<file path="src/rtl/apb_slave_mem.sv">
// ---------------------------------------------------------------------------
// apb_slave_mem
//
// APB3 slave memory model with programmable wait states and an error
// response for out-of-range or misaligned addresses.
//
// Parameters:
//   ADDR_WIDTH  width of paddr
//   DATA_WIDTH  width of pwdata/prdata (8, 16 or 32)
//   DEPTH       number of DATA_WIDTH words (power of 2, >= 2)
//   BASE_ADDR   byte address of word 0 (aligned to the memory size)
//   MAX_WAIT    upper clamp on the number of inserted wait states
//
// Ports:
//   clk       APB clock, all state changes on its rising edge
//   presetn   asynchronous active-low reset
//   psel      slave select
//   penable   access-phase strobe
//   pwrite    1 = write, 0 = read
//   paddr     byte address
//   pwdata    write data
//   wait_cfg  wait states for the next transfer, sampled in the setup cycle
//   prdata    read data, nonzero only on a good read while pready is high
//   pready    transfer completes on an edge with psel & penable & pready
//   pslverr   error response, qualified by pready
//   busy      high while the FSM is in the ACCESS state
// ---------------------------------------------------------------------------
module apb_slave_mem #(
    parameter int                    ADDR_WIDTH = 32,
    parameter int                    DATA_WIDTH = 32,
    parameter int                    DEPTH      = 16,
    parameter logic [ADDR_WIDTH-1:0] BASE_ADDR  = '0,
    parameter int                    MAX_WAIT   = 15
) (
    input  logic                  clk,
    input  logic                  presetn,
    input  logic                  psel,
    input  logic                  penable,
    input  logic                  pwrite,
    input  logic [ADDR_WIDTH-1:0] paddr,
    input  logic [DATA_WIDTH-1:0] pwdata,
    input  logic [3:0]            wait_cfg,
    output logic [DATA_WIDTH-1:0] prdata,
    output logic                  pready,
    output logic                  pslverr,
    output logic                  busy
);

    localparam int BYTES    = DATA_WIDTH / 8;
    localparam int OFF_BITS = $clog2(BYTES);
    localparam int IDX_W    = $clog2(DEPTH);
    localparam int EXT_W    = ADDR_WIDTH + 1;

    // The counter is only 4 bits wide, so the clamp saturates at 15.
    localparam logic [3:0]            WAIT_CLAMP = (MAX_WAIT >= 15) ? 4'd15 : 4'(MAX_WAIT);
    localparam logic [ADDR_WIDTH-1:0] ALIGN_MASK = ADDR_WIDTH'(BYTES - 1);
    localparam logic [EXT_W-1:0]      DEPTH_EXT  = EXT_W'(DEPTH);

    typedef enum logic {
        IDLE,
        ACCESS
    } state_t;

    state_t                  r_state;
    logic [3:0]              r_count;
    logic [IDX_W-1:0]        r_index;
    logic                    r_write;
    logic                    r_err;
    logic [DATA_WIDTH-1:0]   r_wdata;
    logic [DATA_WIDTH-1:0]   r_mem [DEPTH];

    logic [EXT_W-1:0]        w_offset;
    logic [EXT_W-1:0]        w_index;
    logic                    w_below;
    logic                    w_range;
    logic                    w_misaligned;
    logic                    w_addrErr;
    logic [3:0]              w_waitLoad;

    // Address decode is done one bit wider than the bus so that addresses
    // near the top of the space, or below the base, cannot wrap into range.
    assign w_offset     = {1'b0, paddr} - {1'b0, BASE_ADDR};
    assign w_index      = w_offset >> OFF_BITS;
    assign w_below      = paddr < BASE_ADDR;
    assign w_range      = w_index >= DEPTH_EXT;
    assign w_misaligned = (paddr & ALIGN_MASK) != '0;
    assign w_addrErr    = w_below | w_range | w_misaligned;

    assign w_waitLoad   = (wait_cfg > WAIT_CLAMP) ? WAIT_CLAMP : wait_cfg;

    // Two-state transfer FSM. Everything the access phase needs is captured
    // in the setup cycle, so bus changes during wait states are harmless.
    // A master abort (psel low in ACCESS) drops the transfer without a write.
    always_ff @(posedge clk or negedge presetn) begin
        if (!presetn) begin
            r_state <= IDLE;
            r_count <= '0;
            r_index <= '0;
            r_write <= 1'b0;
            r_err   <= 1'b0;
            r_wdata <= '0;
            for (int i = 0; i < DEPTH; i++) begin
                r_mem[i] <= '0;
            end
        end else begin
            case (r_state)
                IDLE: begin
                    // psel with penable but no preceding setup is ignored.
                    if (psel && !penable) begin
                        r_index <= w_index[IDX_W-1:0];
                        r_write <= pwrite;
                        r_err   <= w_addrErr;
                        r_wdata <= pwdata;
                        r_count <= w_waitLoad;
                        r_state <= ACCESS;
                    end
                end
                ACCESS: begin
                    if (!psel) begin
                        r_state <= IDLE;
                    end else if (penable && (r_count == '0)) begin
                        if (r_write && !r_err) begin
                            r_mem[r_index] <= r_wdata;
                        end
                        r_state <= IDLE;
                    end else if (r_count != '0) begin
                        r_count <= r_count - 4'd1;
                    end
                end
                default: begin
                    r_state <= IDLE;
                end
            endcase
        end
    end

    // Responses are decoded straight from the registered state, so they
    // drop to zero the moment reset is asserted.
    assign busy    = (r_state == ACCESS);
    assign pready  = busy && (r_count == '0);
    assign pslverr = pready && r_err;
    assign prdata  = (pready && !r_write && !r_err) ? r_mem[r_index] : '0;

endmodule

</file>
<file path="config.mk">
export PLATFORM = sky130hd
export DESIGN_NAME = apb_slave_mem
export DESIGN_NICKNAME = d
export VERILOG_FILES = /design/src/rtl/apb_slave_mem.sv
export SDC_FILE = /design/constraint.sdc
export NUM_CORES = 1
export LEC_CHECK = 0
export BUFFER_PORTS_ARGS = -buffer_cell sky130_fd_sc_hd__buf_2
export CELL_PAD_IN_SITES_DETAIL_PLACEMENT = 0
export CELL_PAD_IN_SITES_GLOBAL_PLACEMENT = 1
export CORE_MARGIN = 3
export CORE_UTILIZATION = 45
export DETAILED_ROUTE_END_ITERATION = 8
export PLACE_DENSITY = 0.69
export SETUP_SLACK_MARGIN = 0.15
export SLEW_MARGIN = 25
export SYNTH_ARGS = -nofsm -noshare
export SYNTH_HDL_FRONTEND = slang
export SYNTH_SLANG_ARGS = --single-unit
</file>
<file path="constraint.sdc">
create_clock -name clk -period 2.3 [get_ports clk]
set_clock_uncertainty 0.2 [all_clocks]
set_input_delay 0.23 -clock clk [delete_from_list [all_inputs] [get_ports clk]]
set_output_delay 0.23 -clock clk [all_outputs]
set_load 0.02 [all_outputs]
</file>
==> run metrics <==
vias in the first global route=16.62k; first-pass GRT wire length=108100 um; kind of critical path=flop to primary output; RD Place Congestion=0.7683; vias per inst=5.782; HPWL Detailed=38680 um; share of the synthesized area in the top cell type=55.03%; Starting Density=45.63%; Leak=16.86 nW; # diodes=0; First DRT Iteration DRCs=1137; via count=15.52k; drt total wl=76110 um; clock buffer depth=3; Slew headroom=56.95%; Synth Area in Simple Gates=2.767%; placed cell count=2424; Final Hold Viols=0; fillers=4015; syn_area_per_cell=15.90 um^2; total congestion overflow=0; First-pass DRT Iterations=5; main combinational cell family by area after synthesis=multiplexers; Req. time, crit path=1.87 ns; Slew Viols, Final=0; initial antenna violation count=0; area leader, netlist=dfrtp_1; Worst-path clk slew=0.06 ns; failing checks=negative setup slack; adder-cell share of the synthesized area=0.09916%; Worst Tran Pin Value=0.6457 ns; total CTS buffers=59; xor and xnor fraction of the mapped netlist area=0%; Remaining DRCs=0; row cnt=86; Max Clock Freq=333.8 MHz; Post-DRT Antenna Nets=0; Max Fanout on Critical Path=7; Design Area, Final=34310 um^2; TritonCTS clock tree=built; port bufs=107; sequential-to-total area share from yosys stat=55.03%; pin count of the biggest net entering global routing=92; Layout area overhead=35.98%; Root Buffer=clkbuf_16; Synth Net Count=1662; post-synthesis mux area share=36.27%; top cells by area, synth=dfrtp_1 55%, mux2_1 22%, mux4_2 9.8%; die area=58960 um^2; Max-Cap Viols=0; critical path data arrival time=2.57 ns; DR WL/cell=28.36 um; die height=242.8 um; commonest non-fill, non-tap cell in the layout=dfrtp_1; outcome=complete, but fails checks; pwr/cell area=680.0 nW/um^2; min setup slack post-route=-0.6961 ns; fin cells=2684; synthesized cell area=25240 um^2; clk sink count=555; fin crit period=2.996 ns; DP Area=28620 um^2; Seq cells post-synth=555; post-synthesis compound-gate area fraction=2.325%; Synth Instances=1587; worst reg-to-reg path cell count=15; Ys Warns=0; Total GRT Usage=24.18%; element type at the critical path start=flop; Netlist cell types=40; RSZ-0062 raised after global routing=yes; setup TNS=-117.24 ns; clock latency on the worst-skew pair=0.62 ns; peak supply drop=0.5772 mV; most frequent cells in the layout=550 x dfrtp_1, 457 x mux2_4, 110 x mux4_2, 81 x buf_4; worst min-delay path category=input pin to async pin; # nets final=1965; final setup vio count=532; Crit. End Element=primary output; dpl ws=-0.1595 ns; Die W=242.8 um; I/O pin cnt=108; core area=55310 um^2; CTS H-tree depth=2; Hold Slack=0.1335 ns; Tcrit/Tclk final=130.3%; share of cells above drive strength 1=58.37%
[logic make-up (layout without fill, tap and decap cells)]
logic type / count (synthesis) / after routing
compound gates: 85 / 85
fa+ha+maj: 2 / 2
buf+inv: 147 / 494
flops: 555 / 555
mux: 697 / 697
simple gates: 101 / 103
[path summary, 6_finish.rpt]
kind	start	to	slack [ns]
max in group asynchronous	presetn	r_mem[425]$_DFFE_PN0P_	1.22
worst max-delay path	r_index[0]$_DFFE_PN0P_	prdata[3]	-0.70
worst min-delay path	presetn	r_wdata[23]$_DFFE_PN0P_	0.13
worst max register to register	r_count[1]$_DFFE_PN0P_	r_mem[13]$_DFFE_PN0P_	-0.52
worst min register to register	r_mem[314]$_DFFE_PN0P_	r_mem[314]$_DFFE_PN0P_	0.29
min in group clk	pwdata[26]	r_wdata[26]$_DFFE_PN0P_	0.17
[Yosys cell counts, drive strengths merged]
master  instances
a22oi          26
mux2          549
nand2           4
o22ai          19
nand4b          1
nor2           25
a21oi          17
and4bb          1
and2            3
dfrtp         555
a221o           1
o21ai           4
nor4           25
nand4           4
nand2b          3
or3             1
a22o           18
nor3b           1
nor2b           8
and3            2
mux4          110
nand3          13
mux2i          38
clkbuf         63
or2             1
inv             5
nor3            5
or4             2
and4            2
buf            79
ha              2
[stage by stage]
stage          util (%)  total power, mW
5_1_grt           62.04            24.18
3_3_place_gp      51.75            13.39
6_report          62.04            23.33
4_1_cts           59.33            23.34
2_1_floorplan         -            12.07
3_5_place_dp      51.75            13.41
[metal layers]
layer | up-vias | global-route usage, % | share of wire (%)
li1 | 6530 | - | -
met1 | 8462 | 34.03 | 44
met2 | 400 | 39.20 | 47
met3 | 126 | 3.778 | 4.9
met4 | 0 | 6.960 | 3.1
met5 | - | 0 | 0
[registers in the layout, summed over array words and instances, names as in the netlist]
register  count
r_write       1
r_mem       512
r_err         1
r_count       4
r_wdata      32
r_index       4
busy          1
[power breakdown]
part | internal (mW) | switching, mW
logic | 1.72 | 1.79
clock network | 5.33 | 3.94
registers | 9.92 | 0.645
total | 17.0 | 6.37
[critical path, cell delays in order (launching register included)]
cell	delay, ns
dfrtp_4	0.50
buf_12	0.17
buf_16	0.15
and2_4	0.23
a22o_1	0.26
nor4_4	0.41
buf_4	0.22
[what timing repair did]
item,in CTS,in global routing
hold buffers,57,0
pin swaps,27,22
endpoints found under the hold margin,598,0
setup buffers,34,21
gates cloned,20,21
setup endpoints to repair,514,550
gates resized for setup,219,208
[final cells by class]
type                            instances  area (um^2)  share of cell area, %
Clock inverter                         20        135.1                 0.3938
Sequential cell                       555        13900                  40.51
Inverter                                5        18.77                0.05469
Clock buffer                           87         1744                  5.083
Multi-Input combinational cell        887        12760                  37.19
Timing Repair Buffer                  382         4818                  14.04
Tap cell                              748        935.9                  2.727
Note: power is estimated with default switching activity, not from simulation.
